<file path="src/rtl/pwm_capture_pkg.sv">
// Shared defaults and FSM encoding for the PWM capture block.
// DEF_DUTY_W matches the duty resolution used by the board LED PWM driver.
package pwm_capture_pkg;

    localparam int DEF_CNT_W  = 16;
    localparam int DEF_DUTY_W = 8;

    typedef enum logic [1:0] {
        ST_WAIT  = 2'd0,
        ST_RUN   = 2'd1,
        ST_STALL = 2'd2
    } cap_state_t;

endpackage

</file>
<file path="src/rtl/pwm_div.sv">
// Serial restoring unsigned divider: one quotient bit per cycle, MSB first.
// done/quo are valid combinationally in the cycle the last bit is produced.
module pwm_div
    import pwm_capture_pkg::*;
#(
    parameter int CNT_W  = DEF_CNT_W,
    parameter int DUTY_W = DEF_DUTY_W
) (
    input  logic                      clk,
    input  logic                      rst,
    input  logic                      start,
    input  logic                      abort,
    input  logic [CNT_W+DUTY_W-1:0]   num,
    input  logic [CNT_W-1:0]          den,
    output logic                      busy,
    output logic                      done,
    output logic [DUTY_W:0]           quo
);

    localparam int NUM_W  = CNT_W + DUTY_W;
    localparam int Q_W    = DUTY_W + 1;
    localparam int STEP_W = $clog2(Q_W);
    localparam logic [STEP_W-1:0] LAST = STEP_W'(Q_W - 1);

    logic              busy_r;
    logic [STEP_W-1:0] step;
    logic [CNT_W-1:0]  rem;
    logic [Q_W-1:0]    lo;
    logic [Q_W-2:0]    q;
    logic [CNT_W-1:0]  den_r;

    logic [CNT_W:0]    trial;
    logic              ge;
    logic [CNT_W-1:0]  diff;
    logic [CNT_W-1:0]  rem_nxt;
    logic [Q_W-1:0]    q_nxt;
    logic              load;

    // Partial remainder is CNT_W+1 bits wide; after a successful subtract it
    // is below den, so the low CNT_W bits of the difference are exact.
    always_comb begin
        trial   = {rem, lo[Q_W-1]};
        ge      = trial >= {1'b0, den_r};
        diff    = trial[CNT_W-1:0] - den_r;
        rem_nxt = ge ? diff : trial[CNT_W-1:0];
        q_nxt   = {q, ge};
    end

    assign load = start && !busy_r && !abort;
    assign busy = busy_r;
    assign done = busy_r && (step == LAST) && !abort;
    assign quo  = q_nxt;

    always_ff @(posedge clk or posedge rst) begin
        if (rst) begin
            busy_r <= 1'b0;
            step   <= '0;
        end else if (abort) begin
            busy_r <= 1'b0;
        end else if (load) begin
            busy_r <= 1'b1;
            step   <= '0;
        end else if (busy_r) begin
            step <= step + 1'b1;
            if (step == LAST)
                busy_r <= 1'b0;
        end
    end

    // Quotient bits beyond the top CNT_W-1 numerator bits are fed in serially.
    always_ff @(posedge clk) begin
        if (load) begin
            rem   <= {1'b0, num[NUM_W-1:Q_W]};
            lo    <= num[Q_W-1:0];
            q     <= '0;
            den_r <= den;
        end else if (busy_r) begin
            rem <= rem_nxt;
            lo  <= {lo[Q_W-2:0], 1'b0};
            q   <= q_nxt[Q_W-2:0];
        end
    end

endmodule

</file>
<file path="src/rtl/pwm_capture.sv">
// Measures period, high time and duty of an external PWM input, and flags a
// stalled (constant) input after TIMEOUT cycles without a rising edge.
module pwm_capture
    import pwm_capture_pkg::*;
#(
    parameter int          CNT_W   = DEF_CNT_W,
    parameter int          DUTY_W  = DEF_DUTY_W,
    parameter int unsigned TIMEOUT = (1 << CNT_W) - 1
) (
    input  logic              clk,
    input  logic              rst,
    input  logic              pwm_in,
    output logic [DUTY_W-1:0] duty,
    output logic [CNT_W-1:0]  period,
    output logic [CNT_W-1:0]  high_time,
    output logic              valid,
    output logic              stuck,
    output logic              overrun
);

    localparam logic [CNT_W-1:0] TO_CNT = CNT_W'(TIMEOUT);

    function automatic logic [CNT_W-1:0] sat_inc(input logic [CNT_W-1:0] v, input logic inc);
        return (inc && (v != {CNT_W{1'b1}})) ? v + 1'b1 : v;
    endfunction

    function automatic logic [DUTY_W-1:0] sat_duty(input logic [DUTY_W:0] qv);
        return qv[DUTY_W] ? {DUTY_W{1'b1}} : qv[DUTY_W-1:0];
    endfunction

    logic s1, s, s_d, rise;
    logic [CNT_W-1:0] cnt, hcnt;
    logic [CNT_W-1:0] p_r, h_r;
    cap_state_t state_q, state_d;
    logic capture, do_stall, div_start, drop;
    logic div_busy, div_done;
    logic [DUTY_W:0] div_quo;

    always_ff @(posedge clk or posedge rst) begin
        if (rst) begin
            s1  <= 1'b0;
            s   <= 1'b0;
            s_d <= 1'b0;
        end else begin
            s1  <= pwm_in;
            s   <= s1;
            s_d <= s;
        end
    end

    assign rise = s && !s_d;

    // The edge cycle itself counts as the first cycle of the new period.
    always_ff @(posedge clk or posedge rst) begin
        if (rst) begin
            cnt  <= '0;
            hcnt <= '0;
        end else if (rise) begin
            cnt  <= CNT_W'(1);
            hcnt <= CNT_W'(1);
        end else begin
            cnt  <= sat_inc(cnt, 1'b1);
            hcnt <= sat_inc(hcnt, s);
        end
    end

    always_ff @(posedge clk or posedge rst) begin
        if (rst)
            state_q <= ST_WAIT;
        else
            state_q <= state_d;
    end

    always_comb begin
        state_d  = state_q;
        capture  = 1'b0;
        do_stall = 1'b0;
        case (state_q)
            ST_WAIT: begin
                if (rise)
                    state_d = ST_RUN;
            end
            ST_RUN: begin
                if (rise)
                    capture = 1'b1;
                else if (cnt >= TO_CNT)
                    state_d = ST_STALL;
            end
            ST_STALL: begin
                do_stall = 1'b1;
                state_d  = ST_WAIT;
            end
            default: state_d = ST_WAIT;
        endcase
    end

    assign div_start = capture && !div_busy;
    assign drop      = capture && div_busy;

    always_ff @(posedge clk) begin
        if (div_start) begin
            p_r <= cnt;
            h_r <= hcnt;
        end
    end

    pwm_div #(
        .CNT_W  (CNT_W),
        .DUTY_W (DUTY_W)
    ) u_div (
        .clk   (clk),
        .rst   (rst),
        .start (div_start),
        .abort (do_stall),
        .num   ({hcnt, {DUTY_W{1'b0}}}),
        .den   (cnt),
        .busy  (div_busy),
        .done  (div_done),
        .quo   (div_quo)
    );

    // A stall report takes priority over a division finishing in the same cycle.
    always_ff @(posedge clk or posedge rst) begin
        if (rst) begin
            duty      <= '0;
            period    <= '0;
            high_time <= '0;
            valid     <= 1'b0;
            stuck     <= 1'b0;
            overrun   <= 1'b0;
        end else begin
            overrun <= drop;
            valid   <= 1'b0;
            if (do_stall) begin
                duty      <= s ? {DUTY_W{1'b1}} : '0;
                period    <= '0;
                high_time <= s ? TO_CNT : '0;
                valid     <= 1'b1;
                stuck     <= 1'b1;
            end else if (div_done) begin
                duty      <= sat_duty(div_quo);
                period    <= p_r;
                high_time <= h_r;
                valid     <= 1'b1;
                stuck     <= 1'b0;
            end
        end
    end

endmodule

</file>
<file path="config.mk">
export PLATFORM = sky130hd
export DESIGN_NAME = pwm_capture
export DESIGN_NICKNAME = d
export VERILOG_FILES = /design/src/rtl/pwm_capture_pkg.sv /design/src/rtl/pwm_div.sv /design/src/rtl/pwm_capture.sv
export SDC_FILE = /design/constraint.sdc
export NUM_CORES = 1
export LEC_CHECK = 0
export ABC_AREA = 1
export CORE_MARGIN = 8
export CORE_UTILIZATION = 35
export CTS_BUF_LIST = sky130_fd_sc_hd__clkbuf_16
export DETAILED_ROUTE_END_ITERATION = 8
export PLACE_DENSITY_LB_ADDON = 0.25
export SETUP_SLACK_MARGIN = 0.5
export SLEW_MARGIN = 15
export SYNTH_ARGS = -nofsm -noshare
export SYNTH_HDL_FRONTEND = slang
export SYNTH_HIERARCHICAL = 1
export SYNTH_SLANG_ARGS = --single-unit
</file>
<file path="constraint.sdc">
create_clock -name clk -period 7.6 [get_ports clk]
set_clock_uncertainty 0.2 [all_clocks]
set_input_delay 1.14 -clock clk [delete_from_list [all_inputs] [get_ports clk]]
set_output_delay 1.14 -clock clk [all_outputs]
set_load 0.02 [all_outputs]
</file>
==> results of run 1 <==
[metrics by stage]
step | area [um^2] | hold WS, ps
after floorplan | 8011 | 131.2
after global placement | 8691 | 158.1
after detailed placement | 8691 | 169.6
after CTS | 9290 | 186.1
after global routing | 9290 | 203.7
final | 9290 | 179.8
[sequential cells by signal (all words and copies together), names as in the netlist, 4 cells and up]
signal,count
u_div/q,8
u_div/den_r,16
u_div/rem,16
u_div/lo,9
duty,8
u_div/step,4
cnt,16
p_r,16
period,16
h_r,16
high_time,16
hcnt,16
[cell usage after synthesis (2+ instances only)]
library cell and n:
inv_2 10, a31oi_1 3, o21ai_2 6, nor2_1 75, nand2_4 2, buf_6 4
nor3_1 4, xor2_1 5, o21bai_1 3, nand3b_1 5, ha_1 20, a22oi_1 7
nor3_2 3, clkbuf_1 10, or2_1 4, or2_2 3, buf_4 3, xnor2_1 10
o211ai_1 3, nand2_1 282, a21oi_1 46, buf_2 6, inv_1 82, nand3_1 64
nor2_4 4, o21ai_1 15, edfxtp_1 72, nand3_2 2, dfrtp_1 85, nand4_1 9
dfxtp_1 9, o21ai_0 22
[routing by layer]
metal | vias up | wire [um] | track usage
met1 | 2742 | 8424 | 0.1757
met2 | 128 | 8198 | 0.2105
met4 | 0 | 227 | 0.03878
met3 | 17 | 837 | 0.02766
met5 | - | 0 | 0
li1 | 3008 | - | -
[worst max-delay path, stage by stage (launching register included)]
cell and delay [ps]:
dfrtp_1 340, inv_1 90, nor2_1 320, nand2_1 200
nor2_2 140, nand3_1 610, inv_2 930, nor2_4 140
inv_1 730
[area by class of cell]
cell class | instances | area, um^2
Clock buffer | 17 | 425.4
Multi-Input combinational cell | 614 | 3045
Timing Repair Buffer | 48 | 473.0
Clock inverter | 15 | 173.9
Inverter | 92 | 346.6
Sequential cell | 166 | 4469
Fill cell | 2198 | 13210
Tap cell | 285 | 356.6
[where the power goes]
group	leakage (nW)	internal [mW]	switching, mW	total, mW
Combinational	2.13	0.532	0.764	1.30
Clock	0.293	0.445	0.412	0.857
Sequential	1.83	1.25	0.182	1.43
Total	4.25	2.23	1.36	3.59
[worst max path at each step]
| stage | slack, ps | to | cells past startpoint | from |
|---|---|---|---|---|
| 2_1_floorplan | 3670 | u_div/den_r[0]$_DFFE_PP_ | 7 | s$_DFF_PP0_ |
| 3_3_place_gp | 3490 | u_div/rem[3]$_DFFE_PN_ | 8 | s$_DFF_PP0_ |
| 3_5_place_dp | 3420 | u_div/rem[3]$_DFFE_PN_ | 8 | s$_DFF_PP0_ |
| 4_1_cts | 3370 | u_div/lo[7]$_DFFE_PN_ | 8 | s$_DFF_PP0_ |
| 5_1_grt | 3070 | u_div/rem[8]$_DFFE_PN_ | 8 | s$_DFF_PP0_ |
| 6_report | 3490 | u_div/rem[8]$_DFFE_PN_ | 8 | s$_DFF_PP0_ |
[kinds of logic after synthesis]
family,Yosys count
other cells,1
fa+ha+maj,21
xor+xnor,15
compound gates,108
flops,166
simple gates,462
buf+inv,117
==> results.cfg, run 1 <==
[run_status]
status = complete, no violations

[setup_path]
crit_arrival_ps = 3950
r2r_cells = 8
crit_path_end_kind = flip-flop
r2r_end = u_div/rem[8]$_DFFE_PN_
critPathKind = reg -> reg
startpoint_type = flip-flop
r2r_setup_slack_ps = 3490
cp_max_fo = 47
r2r_start = s$_DFF_PP0_
worstPathRequired_ps = 7450

[finish]
syn2layout_area_growth_pct = 16.34
final_common_cell = nand2_1
instances_no_fill = 1237
utilization = 0.4128
diodes = 0
drive_gt1_frac = 0.07563
layout_common_cells = nand2_1 (282), dfrtp_1 (85), inv_1 (81)
fin_nets = 963

[min_path]
hold_path_depth = 0
hold_class = reg -> reg
holdPathEnd = s_d$_DFF_PP0_
min_from = s$_DFF_PP0_

[drt]
wl_per_cell_um = 14.30
vias = 5895
drtIter0Drc = 529
wirelength_um = 17690
postRouteAntennaNets = 0
drcViolationCount = 0
vias_per_cell = 4.766
first_pass_iters = 5

[placement]
portBuffers = 45
place.gp.congestion = 0.8370
post-place-ws_ps = 3419
numPlacedInstances = 1205
dp_hpwl_um = 12390

[synthesis]
yosysTopAreaCellShare = 0.2708
syn_inst = 890
synth-compound-area-share = 0.07741
ys_seq_area_frac = 0.5597
synth_xor_area_frac = 0.01645
ys_warn_count = 6
synth-seq-cells = 166
async_flop_share = 0.5120
synthAdderAreaFrac = 0.03385
avgSynthCellArea_um2 = 8.972
synthFlopType = dfrtp_1
synthMuxAreaShare = 0
synth_cell_type_count = 44
yosys.area.top_type = edfxtp_1
ys_top_cells_by_area = edfxtp_1 (27%), dfrtp_1 (27%), nand2_1 (13%)
synth-simple-area-share = 0.2496
syn_area_um2 = 7985
synth_edf_count = 72
synth_top_family_by_area = simple AND/OR/NAND/NOR gates

[global_route]
grt_overflow = 0
grt_max_degree = 70
grt_pass1_wl_um = 29590
grt_pass1_vias = 5603
antenna_found_initial = 0
track_usage = 0.1313

[die]
coreArea_um2 = 22500
die_area_um2 = 27900
std_cell_rows = 55
die_x_um = 167.0
dieHeight_um = 167.0
start_util = 0.3549
ioPinCount = 46

[clocking]
postCtsResizedCells = 0
cts.sinks = 166
cts_made_buffers = 17
clkLatencyLatePin_ps = 440
h-tree-depth = 4
clk_pin_slew_ps = 70
cts_setup_buffers = 0
cts_tree = yes
cts.path.max_buffers = 2
cts_hold_buf = 0
cts_root_buf = clkbuf_16

[timing]
period_minus_slack_ps = 4107
fmax_mhz = 243.5
grt_setup_unrepaired = no
fin_tns_setup_ps = 0
setup_viol = 0
layout_setup_ws_ps = 3493
relSlewSlack = 0.3739
worst_pin_slew_ps = 938.2
hold_violations = 0
finalMaxSlewViolations = 0
min_period_over_period = 0.5404

[power_and_ir_drop]
vdd_drop_max_mv = 0.1511
powerDensity_nw_per_um2 = 386.1
p_total_mw = 3.587
p_leak_nw = 4.253

[job]
maxCapViolCount = 0
Note: power is estimated with default switching activity, not from simulation.
==> run 2: changes to the inputs <==
==> constraint.sdc (replaced) <==
create_clock -name clk -period 3.9 [get_ports clk]
set_clock_uncertainty 0.2 [all_clocks]
set_input_delay 0.585 -clock clk [delete_from_list [all_inputs] [get_ports clk]]
set_output_delay 0.585 -clock clk [all_outputs]
set_load 0.02 [all_outputs]
==> results.cfg, run 2 (synthesized netlist as in run 1, its figures left out) <==
[clocking]
h-tree-depth = 4
clkLatencyLatePin_ps = 430
cts.path.max_buffers = 2
cts_tree = yes
cts_hold_buf = 0
cts.sinks = 166
postCtsResizedCells = 0
clk_pin_slew_ps = 60
cts_made_buffers = 17
cts_setup_buffers = 0
cts_root_buf = clkbuf_16

[die]
start_util = 0.3549
die_x_um = 167.0
std_cell_rows = 55
die_area_um2 = 27900
dieHeight_um = 167.0
coreArea_um2 = 22500
ioPinCount = 46

[finish]
postLayoutCellArea_um2 = 9334
diodes = 0
utilization = 0.4148
fin_nets = 966
drive_gt1_frac = 0.07330
layout_common_cells = nand2_1 (282), inv_1 (85), dfrtp_1 (85)
syn2layout_area_growth_pct = 16.89
final_common_cell = nand2_1

[drt]
vias_per_cell = 4.755
wl_per_cell_um = 14.23
drcViolationCount = 0
drtIter0Drc = 425
vias = 5896
wirelength_um = 17650
postRouteAntennaNets = 0
first_pass_iters = 4

[setup_path]
slowest_stage = dfrtp_1
critPathKind = reg -> reg
crit_chain = nand2_4 > inv_2 > nor2_1 > nor2_8 > inv_2 > o21ai_2 > inv_2 > a21oi_1
worst-path-buf-inv = 3
cp_max_fo = 43
worstPathRequired_ps = 3990
crit_top_cell = inv_2
r2r_setup_slack_ps = 1100
startpoint_type = flip-flop
crit_family = buffers and inverters
crit_path_end_kind = flip-flop
crit_arrival_ps = 2890
max_stage_delay_ps = 430

[global_route]
grt_pass1_wl_um = 29590
grt_overflow = 0
grt_max_degree = 59
antenna_found_initial = 0
track_usage = 0.1317
grt_pass1_vias = 5741

[timing]
period_minus_slack_ps = 2805
hold_violations = 0
finalMaxSlewViolations = 0
relSlewSlack = 0.4784
min_period_over_period = 0.7192
worst_pin_slew_ps = 781.6
setup_viol = 0
fmax_mhz = 356.5
fin_tns_setup_ps = 0
grt_setup_unrepaired = no

[power_and_ir_drop]
power_frac_comb = 0.363
powerDensity_nw_per_um2 = 753.4
p_leak_nw = 4.291
power_switching_mw = 2.509
vdd_drop_max_mv = 0.3162
swShare = 0.3568
internal_power_mw = 4.523
seqPwrFrac = 0.392
clkPwrFrac = 0.245

[min_path]
hold_class = reg -> reg

[job]
maxCapViolCount = 0

[placement]
dp_hpwl_um = 12360
portBuffers = 45
place.gp.congestion = 0.8463
placedInstanceArea_um2 = 8726

[run_status]
status = complete, no violations
-- run 2: cell type report --
cell class	count	area [um^2]
clock buffer	18	450.4
clock inverter	14	157.7
fill	2223	13170
inverter	92	346.6
multi-input combinational	614	3045
sequential	166	4469
tap	285	356.6
timing repair buffer	51	508.0
-- run 2: final timing paths --
check | start | end | cells past startpoint
max | state_q[1]$_DFFE_PP0P_ | duty[6]$_DFFE_PP0P_ | 8
min | s1$_DFF_PP0_ | s$_DFF_PP0_ | 0
max reg2reg | state_q[1]$_DFFE_PP0P_ | duty[6]$_DFFE_PP0P_ | 8
min reg2reg | s1$_DFF_PP0_ | s$_DFF_PP0_ | 0
max in group asynchronous | rst | cnt[3]$_DFFE_PP0P_ | 3
min in group asynchronous | rst | u_div/step[0]$_DFFE_PP0P_ | 2
-- run 2: power groups by stage --
stage,clock network [mW],registers (mW),logic (mW)
after detailed placement,0,2.79,2.56
after global placement,0,2.79,2.54
final,1.72,2.76,2.55
after floorplan,0,2.96,1.57
after CTS,1.77,2.76,2.57
after global routing,1.84,2.83,2.86
-- run 2: through the flow --
step / power (mW) / setup WS, ps / hold slack [ps] / cells
3_5_place_dp: 5.352 / 1035 / 141.8 / 1208
5_1_grt: 7.524 / 873.8 / 168.2 / 1240
3_3_place_gp: 5.325 / 1108 / 135.5 / 1208
6_report: 7.032 / 1095 / 156.3 / 1240
2_1_floorplan: 4.530 / 559.4 / 131.2 / 897
4_1_cts: 7.106 / 1049 / 156.8 / 1240
-- run 2: metal layers --
layer | track usage | up-vias | wire length (um)
li1 | - | 3002 | -
met1 | 0.1718 | 2792 | 8543
met2 | 0.2102 | 84 | 8115
met3 | 0.02861 | 18 | 688
met4 | 0.05131 | 0 | 301
met5 | 0 | - | 0
-- run 2: worst reg2reg max path: stages, from the launching register on --
cell,delay [ps]
dfrtp_1,430
nand2_4,380
inv_2,180
nor2_1,360
nor2_8,140
inv_2,400
o21ai_2,110
inv_2,340
a21oi_1,140
